$ cat src/rtl/fsb_pkg.sv
// Shared definitions for the external flash/static bus controller.
package fsb_pkg;

    // Access sequencer states.
    typedef enum logic [1:0] {
        ST_IDLE   = 2'd0,
        ST_SETUP  = 2'd1,
        ST_STROBE = 2'd2,
        ST_HOLD   = 2'd3
    } fsb_state_e;

    localparam int TMO_CYC_DEF = 255;
    localparam int WAIT_W      = 7;

    // Strobe counter must hold both the 7-bit wait value and TMO_CYC-1.
    function automatic int cnt_width(input int tmo);
        int w;
        w = WAIT_W;
        while ((64'd1 << w) <= 64'(tmo)) begin
            w = w + 1;
        end
        return w;
    endfunction

endpackage

$ cat src/rtl/fsb_ctrl_if.sv
// External bus pins. master = controller side, slave = device/bench side.
interface fsb_ctrl_if #(
    parameter int ADDR_W = 24
);
    logic [ADDR_W-1:0] FSB_ADRo;
    logic [7:0]        FSB_DATo;
    logic [7:0]        FSB_DATi;
    logic              FSB_OEo;
    logic              FSB_CSo;
    logic              FSB_REo;
    logic              FSB_WEo;
    logic              FSB_RDYi;

    modport master (
        output FSB_ADRo, FSB_DATo, FSB_OEo, FSB_CSo, FSB_REo, FSB_WEo,
        input  FSB_DATi, FSB_RDYi
    );

    modport slave (
        input  FSB_ADRo, FSB_DATo, FSB_OEo, FSB_CSo, FSB_REo, FSB_WEo,
        output FSB_DATi, FSB_RDYi
    );
endinterface

$ cat src/rtl/fsb_rr_arb.sv
// Two-way round-robin arbiter. ptr_q names the master that wins a tie;
// on upd it moves to the master that was not just served.
module fsb_rr_arb (
    input  logic clk,
    input  logic rst_n,
    input  logic req0,
    input  logic req1,
    input  logic upd,
    input  logic served,
    output logic gnt,
    output logic any_req
);

    logic ptr_q;
    logic ptr_d;

    // Grant: lone requester wins, a tie goes to the pointer.
    always_comb begin
        any_req = req0 | req1;
        if (req0 && req1) begin
            gnt = ptr_q;
        end else begin
            gnt = req1;
        end
    end

    // Pointer update after each served access.
    always_comb begin
        ptr_d = ptr_q;
        if (upd) begin
            ptr_d = ~served;
        end
    end

    // Pointer register, resets to favour M0.
    always_ff @(posedge clk or negedge rst_n) begin
        if (!rst_n) begin
            ptr_q <= 1'b0;
        end else begin
            ptr_q <= ptr_d;
        end
    end

endmodule

$ cat src/rtl/fsb_ctrl.sv
// Two-master external bus controller: arbitrates CPU/DMA requests and runs
// a SETUP/STROBE/HOLD cycle on the external bus, with either fixed wait
// states (async) or a ready handshake with timeout (sync).
module fsb_ctrl
    import fsb_pkg::*;
#(
    parameter int ADDR_W  = 24,
    parameter int TMO_CYC = TMO_CYC_DEF
) (
    input  logic              clk,
    input  logic              rst_n,
    input  logic              SYNC_MODE,
    input  logic [6:0]        ASYNC_WAITCYCLE,
    input  logic [ADDR_W-1:0] M0_ADRi,
    input  logic [7:0]        M0_DATi,
    output logic [7:0]        M0_DATo,
    input  logic              M0_WEi,
    input  logic              M0_CYCi,
    input  logic              M0_STBi,
    output logic              M0_ACKo,
    output logic              M0_ERRo,
    input  logic [ADDR_W-1:0] M1_ADRi,
    input  logic [7:0]        M1_DATi,
    output logic [7:0]        M1_DATo,
    input  logic              M1_WEi,
    input  logic              M1_CYCi,
    input  logic              M1_STBi,
    output logic              M1_ACKo,
    output logic              M1_ERRo,
    fsb_ctrl_if.master        fsb,
    output logic              BUSY,
    output logic              GNT
);

    localparam int CNT_W = cnt_width(TMO_CYC);
    localparam logic [CNT_W-1:0] TMO_LOAD = CNT_W'(TMO_CYC - 1);

    fsb_state_e        state_q, state_d;
    logic [ADDR_W-1:0] adr_q, adr_d;
    logic [7:0]        wdat_q, wdat_d;
    logic [7:0]        rdat_q, rdat_d;
    logic              we_q, we_d;
    logic              gnt_q, gnt_d;
    logic              sync_q, sync_d;
    logic [CNT_W-1:0]  cnt_q, cnt_d;
    logic              tmo_q, tmo_d;
    logic              drop_q, drop_d;

    logic req0, req1;
    logic gnt_arb, any_req;
    logic gnt_cyc;
    logic hold_ok;

    assign req0    = M0_CYCi & M0_STBi;
    assign req1    = M1_CYCi & M1_STBi;
    assign gnt_cyc = gnt_q ? M1_CYCi : M0_CYCi;

    fsb_rr_arb u_arb (
        .clk     (clk),
        .rst_n   (rst_n),
        .req0    (req0),
        .req1    (req1),
        .upd     (state_q == ST_HOLD),
        .served  (gnt_q),
        .gnt     (gnt_arb),
        .any_req (any_req)
    );

    // Next-state: latch the whole request and config on entry so that
    // mid-access config changes only affect the following access.
    always_comb begin
        state_d = state_q;
        adr_d   = adr_q;
        wdat_d  = wdat_q;
        rdat_d  = rdat_q;
        we_d    = we_q;
        gnt_d   = gnt_q;
        sync_d  = sync_q;
        cnt_d   = cnt_q;
        tmo_d   = tmo_q;
        drop_d  = drop_q;
        unique case (state_q)
            ST_IDLE: begin
                if (any_req) begin
                    state_d = ST_SETUP;
                    gnt_d   = gnt_arb;
                    adr_d   = gnt_arb ? M1_ADRi : M0_ADRi;
                    wdat_d  = gnt_arb ? M1_DATi : M0_DATi;
                    we_d    = gnt_arb ? M1_WEi  : M0_WEi;
                    sync_d  = SYNC_MODE;
                    cnt_d   = SYNC_MODE ? TMO_LOAD : CNT_W'(ASYNC_WAITCYCLE);
                    tmo_d   = 1'b0;
                    drop_d  = 1'b0;
                end
            end
            ST_SETUP: begin
                state_d = ST_STROBE;
                if (!gnt_cyc) drop_d = 1'b1;
            end
            ST_STROBE: begin
                if (!gnt_cyc) drop_d = 1'b1;
                if ((sync_q && fsb.FSB_RDYi) || (cnt_q == '0)) begin
                    state_d = ST_HOLD;
                    tmo_d   = sync_q && !fsb.FSB_RDYi;
                    if (!we_q) rdat_d = fsb.FSB_DATi;
                end else begin
                    cnt_d = cnt_q - CNT_W'(1);
                end
            end
            ST_HOLD: begin
                state_d = ST_IDLE;
            end
            default: begin
                state_d = ST_IDLE;
            end
        endcase
    end

    // Bus strobes and master responses decoded from the registered state.
    always_comb begin
        hold_ok      = (state_q == ST_HOLD) && !drop_q && gnt_cyc;
        BUSY         = (state_q != ST_IDLE);
        GNT          = gnt_q;
        fsb.FSB_CSo  = (state_q != ST_IDLE);
        fsb.FSB_REo  = (state_q == ST_STROBE) && !we_q;
        fsb.FSB_WEo  = (state_q == ST_STROBE) && we_q;
        fsb.FSB_OEo  = (state_q != ST_IDLE) && we_q;
        fsb.FSB_ADRo = adr_q;
        fsb.FSB_DATo = wdat_q;
        M0_ACKo      = hold_ok && !tmo_q && !gnt_q;
        M1_ACKo      = hold_ok && !tmo_q && gnt_q;
        M0_ERRo      = hold_ok && tmo_q && !gnt_q;
        M1_ERRo      = hold_ok && tmo_q && gnt_q;
        M0_DATo      = rdat_q;
        M1_DATo      = rdat_q;
    end

    // State and datapath registers; reset aborts any access in flight.
    always_ff @(posedge clk or negedge rst_n) begin
        if (!rst_n) begin
            state_q <= ST_IDLE;
            adr_q   <= '0;
            wdat_q  <= '0;
            rdat_q  <= '0;
            we_q    <= 1'b0;
            gnt_q   <= 1'b0;
            sync_q  <= 1'b0;
            cnt_q   <= '0;
            tmo_q   <= 1'b0;
            drop_q  <= 1'b0;
        end else begin
            state_q <= state_d;
            adr_q   <= adr_d;
            wdat_q  <= wdat_d;
            rdat_q  <= rdat_d;
            we_q    <= we_d;
            gnt_q   <= gnt_d;
            sync_q  <= sync_d;
            cnt_q   <= cnt_d;
            tmo_q   <= tmo_d;
            drop_q  <= drop_d;
        end
    end

endmodule

$ cat src/flat_wrapper.sv
// flat-port wrapper written by rule: the top's interface ports become plain ports
module fsb_ctrl_flat import fsb_pkg::*;
#(
    parameter int ADDR_W  = 24,
    parameter int TMO_CYC = TMO_CYC_DEF
)
  (clk, rst_n, SYNC_MODE, ASYNC_WAITCYCLE, M0_ADRi, M0_DATi, M0_DATo, M0_WEi, M0_CYCi, M0_STBi, M0_ACKo, M0_ERRo, M1_ADRi, M1_DATi, M1_DATo, M1_WEi, M1_CYCi, M1_STBi, M1_ACKo, M1_ERRo, BUSY, GNT, fsb_FSB_ADRo, fsb_FSB_DATo, fsb_FSB_OEo, fsb_FSB_CSo, fsb_FSB_REo, fsb_FSB_WEo, fsb_FSB_DATi, fsb_FSB_RDYi);
  fsb_ctrl_if #(.ADDR_W(ADDR_W)) fsb_i ();
  input  logic clk;
  input  logic rst_n;
  input  logic SYNC_MODE;
  input  logic [6:0] ASYNC_WAITCYCLE;
  input  logic [ADDR_W-1:0] M0_ADRi;
  input  logic [7:0] M0_DATi;
  output logic [7:0] M0_DATo;
  input  logic M0_WEi;
  input  logic M0_CYCi;
  input  logic M0_STBi;
  output logic M0_ACKo;
  output logic M0_ERRo;
  input  logic [ADDR_W-1:0] M1_ADRi;
  input  logic [7:0] M1_DATi;
  output logic [7:0] M1_DATo;
  input  logic M1_WEi;
  input  logic M1_CYCi;
  input  logic M1_STBi;
  output logic M1_ACKo;
  output logic M1_ERRo;
  output logic BUSY;
  output logic GNT;
  output wire logic [$bits(fsb_i.FSB_ADRo)-1:0] fsb_FSB_ADRo;
  output wire logic [$bits(fsb_i.FSB_DATo)-1:0] fsb_FSB_DATo;
  output wire logic [$bits(fsb_i.FSB_OEo)-1:0] fsb_FSB_OEo;
  output wire logic [$bits(fsb_i.FSB_CSo)-1:0] fsb_FSB_CSo;
  output wire logic [$bits(fsb_i.FSB_REo)-1:0] fsb_FSB_REo;
  output wire logic [$bits(fsb_i.FSB_WEo)-1:0] fsb_FSB_WEo;
  input wire logic [$bits(fsb_i.FSB_DATi)-1:0] fsb_FSB_DATi;
  input wire logic [$bits(fsb_i.FSB_RDYi)-1:0] fsb_FSB_RDYi;
  assign fsb_FSB_ADRo = fsb_i.FSB_ADRo;
  assign fsb_FSB_DATo = fsb_i.FSB_DATo;
  assign fsb_FSB_OEo = fsb_i.FSB_OEo;
  assign fsb_FSB_CSo = fsb_i.FSB_CSo;
  assign fsb_FSB_REo = fsb_i.FSB_REo;
  assign fsb_FSB_WEo = fsb_i.FSB_WEo;
  assign fsb_i.FSB_DATi = fsb_FSB_DATi;
  assign fsb_i.FSB_RDYi = fsb_FSB_RDYi;
  fsb_ctrl #(.ADDR_W(ADDR_W), .TMO_CYC(TMO_CYC)) u_core (.clk(clk), .rst_n(rst_n), .SYNC_MODE(SYNC_MODE), .ASYNC_WAITCYCLE(ASYNC_WAITCYCLE), .M0_ADRi(M0_ADRi), .M0_DATi(M0_DATi), .M0_DATo(M0_DATo), .M0_WEi(M0_WEi), .M0_CYCi(M0_CYCi), .M0_STBi(M0_STBi), .M0_ACKo(M0_ACKo), .M0_ERRo(M0_ERRo), .M1_ADRi(M1_ADRi), .M1_DATi(M1_DATi), .M1_DATo(M1_DATo), .M1_WEi(M1_WEi), .M1_CYCi(M1_CYCi), .M1_STBi(M1_STBi), .M1_ACKo(M1_ACKo), .M1_ERRo(M1_ERRo), .fsb(fsb_i), .BUSY(BUSY), .GNT(GNT));
endmodule
$ cat config.mk
export PLATFORM = sky130hd
export DESIGN_NAME = fsb_ctrl_flat
export DESIGN_NICKNAME = d
export VERILOG_FILES = /design/src/rtl/fsb_pkg.sv /design/src/rtl/fsb_ctrl_if.sv /design/src/rtl/fsb_rr_arb.sv /design/src/rtl/fsb_ctrl.sv /design/src/flat_wrapper.sv
export SDC_FILE = /design/constraint.sdc
export NUM_CORES = 1
export LEC_CHECK = 0
export BUFFER_PORTS_ARGS = -buffer_cell sky130_fd_sc_hd__buf_2
export CORE_UTILIZATION = 35
export DETAILED_ROUTE_END_ITERATION = 12
export MAX_ROUTING_LAYER = met4
export PLACE_DENSITY = 0.73
export SYNTH_ARGS = -nofsm -noshare
export SYNTH_HDL_FRONTEND = slang
export SYNTH_SLANG_ARGS = --single-unit
$ cat constraint.sdc
create_clock -name clk -period 4.5 [get_ports clk]
set_input_delay 0.675 -clock clk [delete_from_list [all_inputs] [get_ports clk]]
set_output_delay 0.675 -clock clk [all_outputs]
set_load 0.005 [all_outputs]
---- After elaboration in Yosys (flattened, before gate mapping) ----
Cells that the tools add are included.
cells by class
  $add $sub $neg .......................... 1
  equality and inequality tests ........... 7
  multiplexer cells ....................... 17
  bitwise gates (word level) .............. 5
  reduce and logical (&&, ||, !) cells .... 32
operators by type and width
  cell                                                                      count
  8-bit two-way mux                                                         4
  24-bit two-way mux                                                        1
  8-bit case mux with 2 select lines                                        1
  1-bit logical AND                                                         14
  3-bit AND reduction                                                       4
  8-bit logical NOT                                                         1
  2-bit case mux with 4 select lines                                        1
  8-bit by 1-bit subtractor with 8-bit output (second input constant)       1
  1-bit two-way mux                                                         6
  2-bit nonzero test                                                        3
  1-bit logical NOT                                                         5
  2-bit == test (second input constant)                                     2
  2-bit two-way mux                                                         2
  2-bit by 1-bit inequality test with 1-bit output (second input constant)  2
  2-bit inequality test (second input constant)                             2
  1-bit case mux with 2 select lines                                        2
  2-bit AND reduction                                                       2
  1-bit bitwise AND                                                         2
  2-bit by 1-bit == test with 1-bit output (second input constant)          1
  2-bit logical NOT                                                         1
  1-bit NOT                                                                 2
  2-bit OR reduction                                                        1
  1-bit logical OR                                                          1
  1-bit OR                                                                  1
storage, ports and cells
  flip-flop bits (word level) ............. 56
  input port bits ......................... 89
  output and inout port bits .............. 58
  word-level logic and storage cells ...... 73

---- Logic depth before layout (Yosys ltp) ----
  depth in word-level cells ............... 5
  depth in mapped cells ................... 8

---- Modules after synthesis ----
Synthesis repeated with hierarchy kept, for this count alone.
second synthesis, totals
  cells, all modules ...................... 290
  area, all modules ....................... 2,964.1 µm²
by module, submodules not included
  module      instances  cells each  area each (µm²)  sequential area each (µm²)
  fsb_ctrl    1          284         2,912.8          1,376.3
  fsb_rr_arb  1          6           51.3             25.0

---- Least setup slack after synthesis ----
OpenSTA, ideal clock, no wires.
  path type ............................... reg-to-output
  start point ............................. register u_core.state_q[0]
  end point ............................... output fsb_FSB_WEo
  arrival time ............................ 1.206 ns
  setup slack ............................. 2.619 ns
  stages on the path, launching flop included .. 6
  buffers on the path ..................... 2
  path through ............................ dfrtp_1 -> inv_1 -> ha_1 -> clkbuf_8 -> clkbuf_1 -> and2_1
on the way
  longest elaborated chain between the ends .. 2
RTL lines
  what                    RTL line            RTL
  from (decl)             fsb_ctrl.sv:38      fsb_state_e state_q, state_d;
  from (signal assigned)  fsb_ctrl.sv:152     state_q <= state_d;
  2-bit == test           fsb_ctrl.sv:126     fsb.FSB_WEo = (state_q == ST_STROBE) && we_q;
  1-bit logical AND       fsb_ctrl.sv:126
  to (decl)               flat_wrapper.sv:36  output wire logic [$bits(fsb_i.FSB_WEo)-1:0] fsb_FSB_WEo;
Every way passes these cells.

---- Worst setup path in the final report ----
  start point ............................. register u_core.state_q[0]
  end point ............................... register u_core.cnt_q[7]
on the way
  longest elaborated chain between the ends .. 3
  elaborated cells between the ends (all ways) .. 7
  those cells by class .................... eq/ne (3); mux (1); reduce/logical (3)
RTL lines
  what                                                       RTL line         RTL
  2-bit == test / 2-bit logical NOT (equally long branches)  fsb_ctrl.sv:82   unique case (state_q)
  2-bit inequality test (no line) (tied with other cells)    -
  3-bit AND reduction (no line)                              -
  to (signal assigned)                                       fsb_ctrl.sv:159  cnt_q <= cnt_d;
  to (decl)                                                  fsb_ctrl.sv:45   logic [CNT_W-1:0] cnt_q, cnt_d;
Several ways; a longest one is shown, not always the timed one.
A chain may end at the register's enable or synchronous reset.

==> reports/summary.txt <==
status: finished clean
CTS tree: built
setup_tns: 0 ns
fillers: 755
DRT iter0 DRCs: 52
number of synthesized flops with an enable pin: 0
CP Data Arrival Time: 3.08 ns
grt total ovfl: 0
drc violations: 0
Comb pwr share: 0.452
Worst Tran Pin Value: 1.13 ns
# H-tree levels: 2
Total Wirelength: 6.76 mm
Worst Skew: 0.0105 ns
synth top area cells: dfrtp_1 48%, mux2i_1 11%, a21oi_1 6.9%
die height: 93.3 microns
Distinct cells, synth: 44
worst r2r path cells: 6
Root Buffer: clkbuf_8
GPL Wtd Cong: 0.878
postcts setup bufs: 0
Die Area: 8700 sq um
Detail Route Antenna Nets: 0
fin. max-slew vios: 0
hold crit path type: primary input to async pin
Final Hold Viols: 0
DP Wirelength: 5.19 mm
grt met1 use: 0.204
Yosys top cell area share: 0.481
DR vias: 2,525
met3 GRT Util: 0.0382
total power: 2.20 mW
WL/cell: 13.0 microns
die width: 93.3 microns
Area growth, synth to finish: 29.1%
post-synthesis register bit count: 56
total iterations of the first detailed-routing run: 4
min Tclk post-route: 2.84 ns
worst IR drop on VDD: 0.000215 V
achievable clock frequency: 352 MHz
Crit. End Element: register
synth warn: 0
synthesized area: 2920 sq um
Internal Power: 1.35 mW
GRT Resource Usage Total: 0.164
maxcap violations: 0
Max Buffers Root-to-Sink: 2
Global Route met2 Usage: 0.276
WS Path Type: register to register
Top Ports: 147
clock latency on the worst-skew pair: 0.30 ns
gr busiest metal: met2
Mapped Cells: 288
syn avg cell area: 10.1 sq um
sw power: 0.849 mW
Worst EP required: 4.74 ns
# rows: 32
largest net degree at the start of global routing: 57
Sink Count: 56
initial antenna violation count: 0
setup violators final: 0
global-route wire length before repair: 11.1 mm
top-count cell post-synth: dfrtp_1
Clk pwr share: 0.126
post-synth top area cell: dfrtp_1
Sw Share: 0.387
Port Buf Inserts: 146
share of cells above drive strength 1: 0.426
Reg power frac: 0.422
Seq/Total Area, Yosys: 0.481
CP Launch Type: register
slew margin rel.: 0.241
prevailing post-synth register cell: dfrtp_1
vias per cell: 4.84
initial core utilization: 0.370
power density over the cells: 583 nW/um^2
Synth async-reset ratio: 1.00
Nets: 515
final period utilization: 0.632
unrepaired setup endpoints after global routing: false
TritonCTS buffer count: 5
Worst-path clk slew: 0.09 ns
Synth top cells by count: 56 x dfrtp_1, 42 x nor2_1, 40 x a21oi_1, 33 x mux2i_1
leak pwr: 1.80 nW
cts repair resizes: 0
Core ar.: 7890 sq um
via count of the first global-routing pass: 2,395
syn nets: 384
worst-path fanout max: 18
CTS hold repair buffers: 0
# diodes: 0
[cell usage in the layout, fill, tap and decap left out, drive strengths merged, types with 2 or more instances in the layout]
cell and n:
nand2b 3, nor3 6, clkinv 2, mux2 11, buf 149, mux2i 33, nand3 5, nor2 42
a211oi 2, dfrtp 56, a31oi 5, a22oi 2, and2 3, clkbuf 6, nand3b 3, inv 11
o22ai 4, or2 2, a21oi 40, ha 7, nand2 8, o21ai 5
[metrics by stage]
step           std cells   util  area, sq um  setup slack, ns  hold slack [ns]
6_report             522  0.477         3760             1.66            0.482
5_1_grt              522  0.477         3760             1.39            0.541
4_1_cts              522  0.477         3760             1.69            0.523
3_5_place_dp         514  0.466         3670             1.71            0.506
3_3_place_gp         514  0.466         3670             1.81            0.498
2_1_floorplan        288      -         2920             2.62            0.379
[power by group through the flow]
stage	clock network (mW)	logic [mW]	registers, mW
6_report	0.277	0.992	0.926
3_3_place_gp	0	0.972	0.922
3_5_place_dp	0	1.01	0.934
4_1_cts	0.294	1.00	0.930
5_1_grt	0.316	1.12	0.965
2_1_floorplan	0	0.653	0.924
[worst max-delay path, stage by stage (launching register included)]
cell and delay (ns):
dfrtp_1 0.42, inv_1 0.13, ha_1 0.51, nor2_1 0.13, a211oi_1 0.94, and2_0 0.42
o221a_1 0.23
[worst paths after layout]
check / start / endpoint / slack [ns]
max in group asynchronous: rst_n / u_core.sync_q / 3.54
min in group clk: u_core.drop_q / u_core.drop_q / 0.53
worst max-delay path: u_core.state_q[0] / u_core.cnt_q[7] / 1.66
worst max register to register: u_core.state_q[0] / u_core.cnt_q[7] / 1.66
worst min-delay path: rst_n / u_core.cnt_q[1] / 0.48
worst min register to register: u_core.drop_q / u_core.drop_q / 0.53
[kinds of logic (layout without fill, tap and decap cells)]
| kind of cell | Yosys count | count (layout) | synth area share |
|---|---|---|---|
| compound gates | 66 | 66 | 0.133 |
| simple gates | 79 | 79 | 0.136 |
| fa+ha+maj | 7 | 7 | 0.0300 |
| flops | 56 | 56 | 0.481 |
| mux | 44 | 44 | 0.156 |
| buf+inv | 36 | 168 | 0.0644 |
[routing by layer]
layer  vias to the layer above  routed length (microns)
met3                         2                      477
met4                         0                       24
met5                         -                        0
met1                      1165                     2940
li1                       1257                        -
met2                       101                     3320
[sequential cells by signal, indices dropped and copies added (netlist names)]
name,count
u_core.state_q,2
u_core.GNT,1
u_core.u_arb.ptr_q,1
u_core.fsb.FSB_DATo,8
u_core.M0_DATo,8
u_core.tmo_q,1
u_core.drop_q,1
u_core.we_q,1
u_core.cnt_q,8
u_core.sync_q,1
u_core.fsb.FSB_ADRo,24
[final cells by class]
type	count	area, sq um	share of cell area
tap	102	128	0.0339
timing repair buffer	149	753	0.200
multi-input combinational	196	1350	0.358
inverter	11	41.3	0.0110
clock buffer	6	82.6	0.0219
clock inverter	2	10.0	0.00266
sequential	56	1400	0.372
Note: power is estimated with default switching activity, not from simulation.
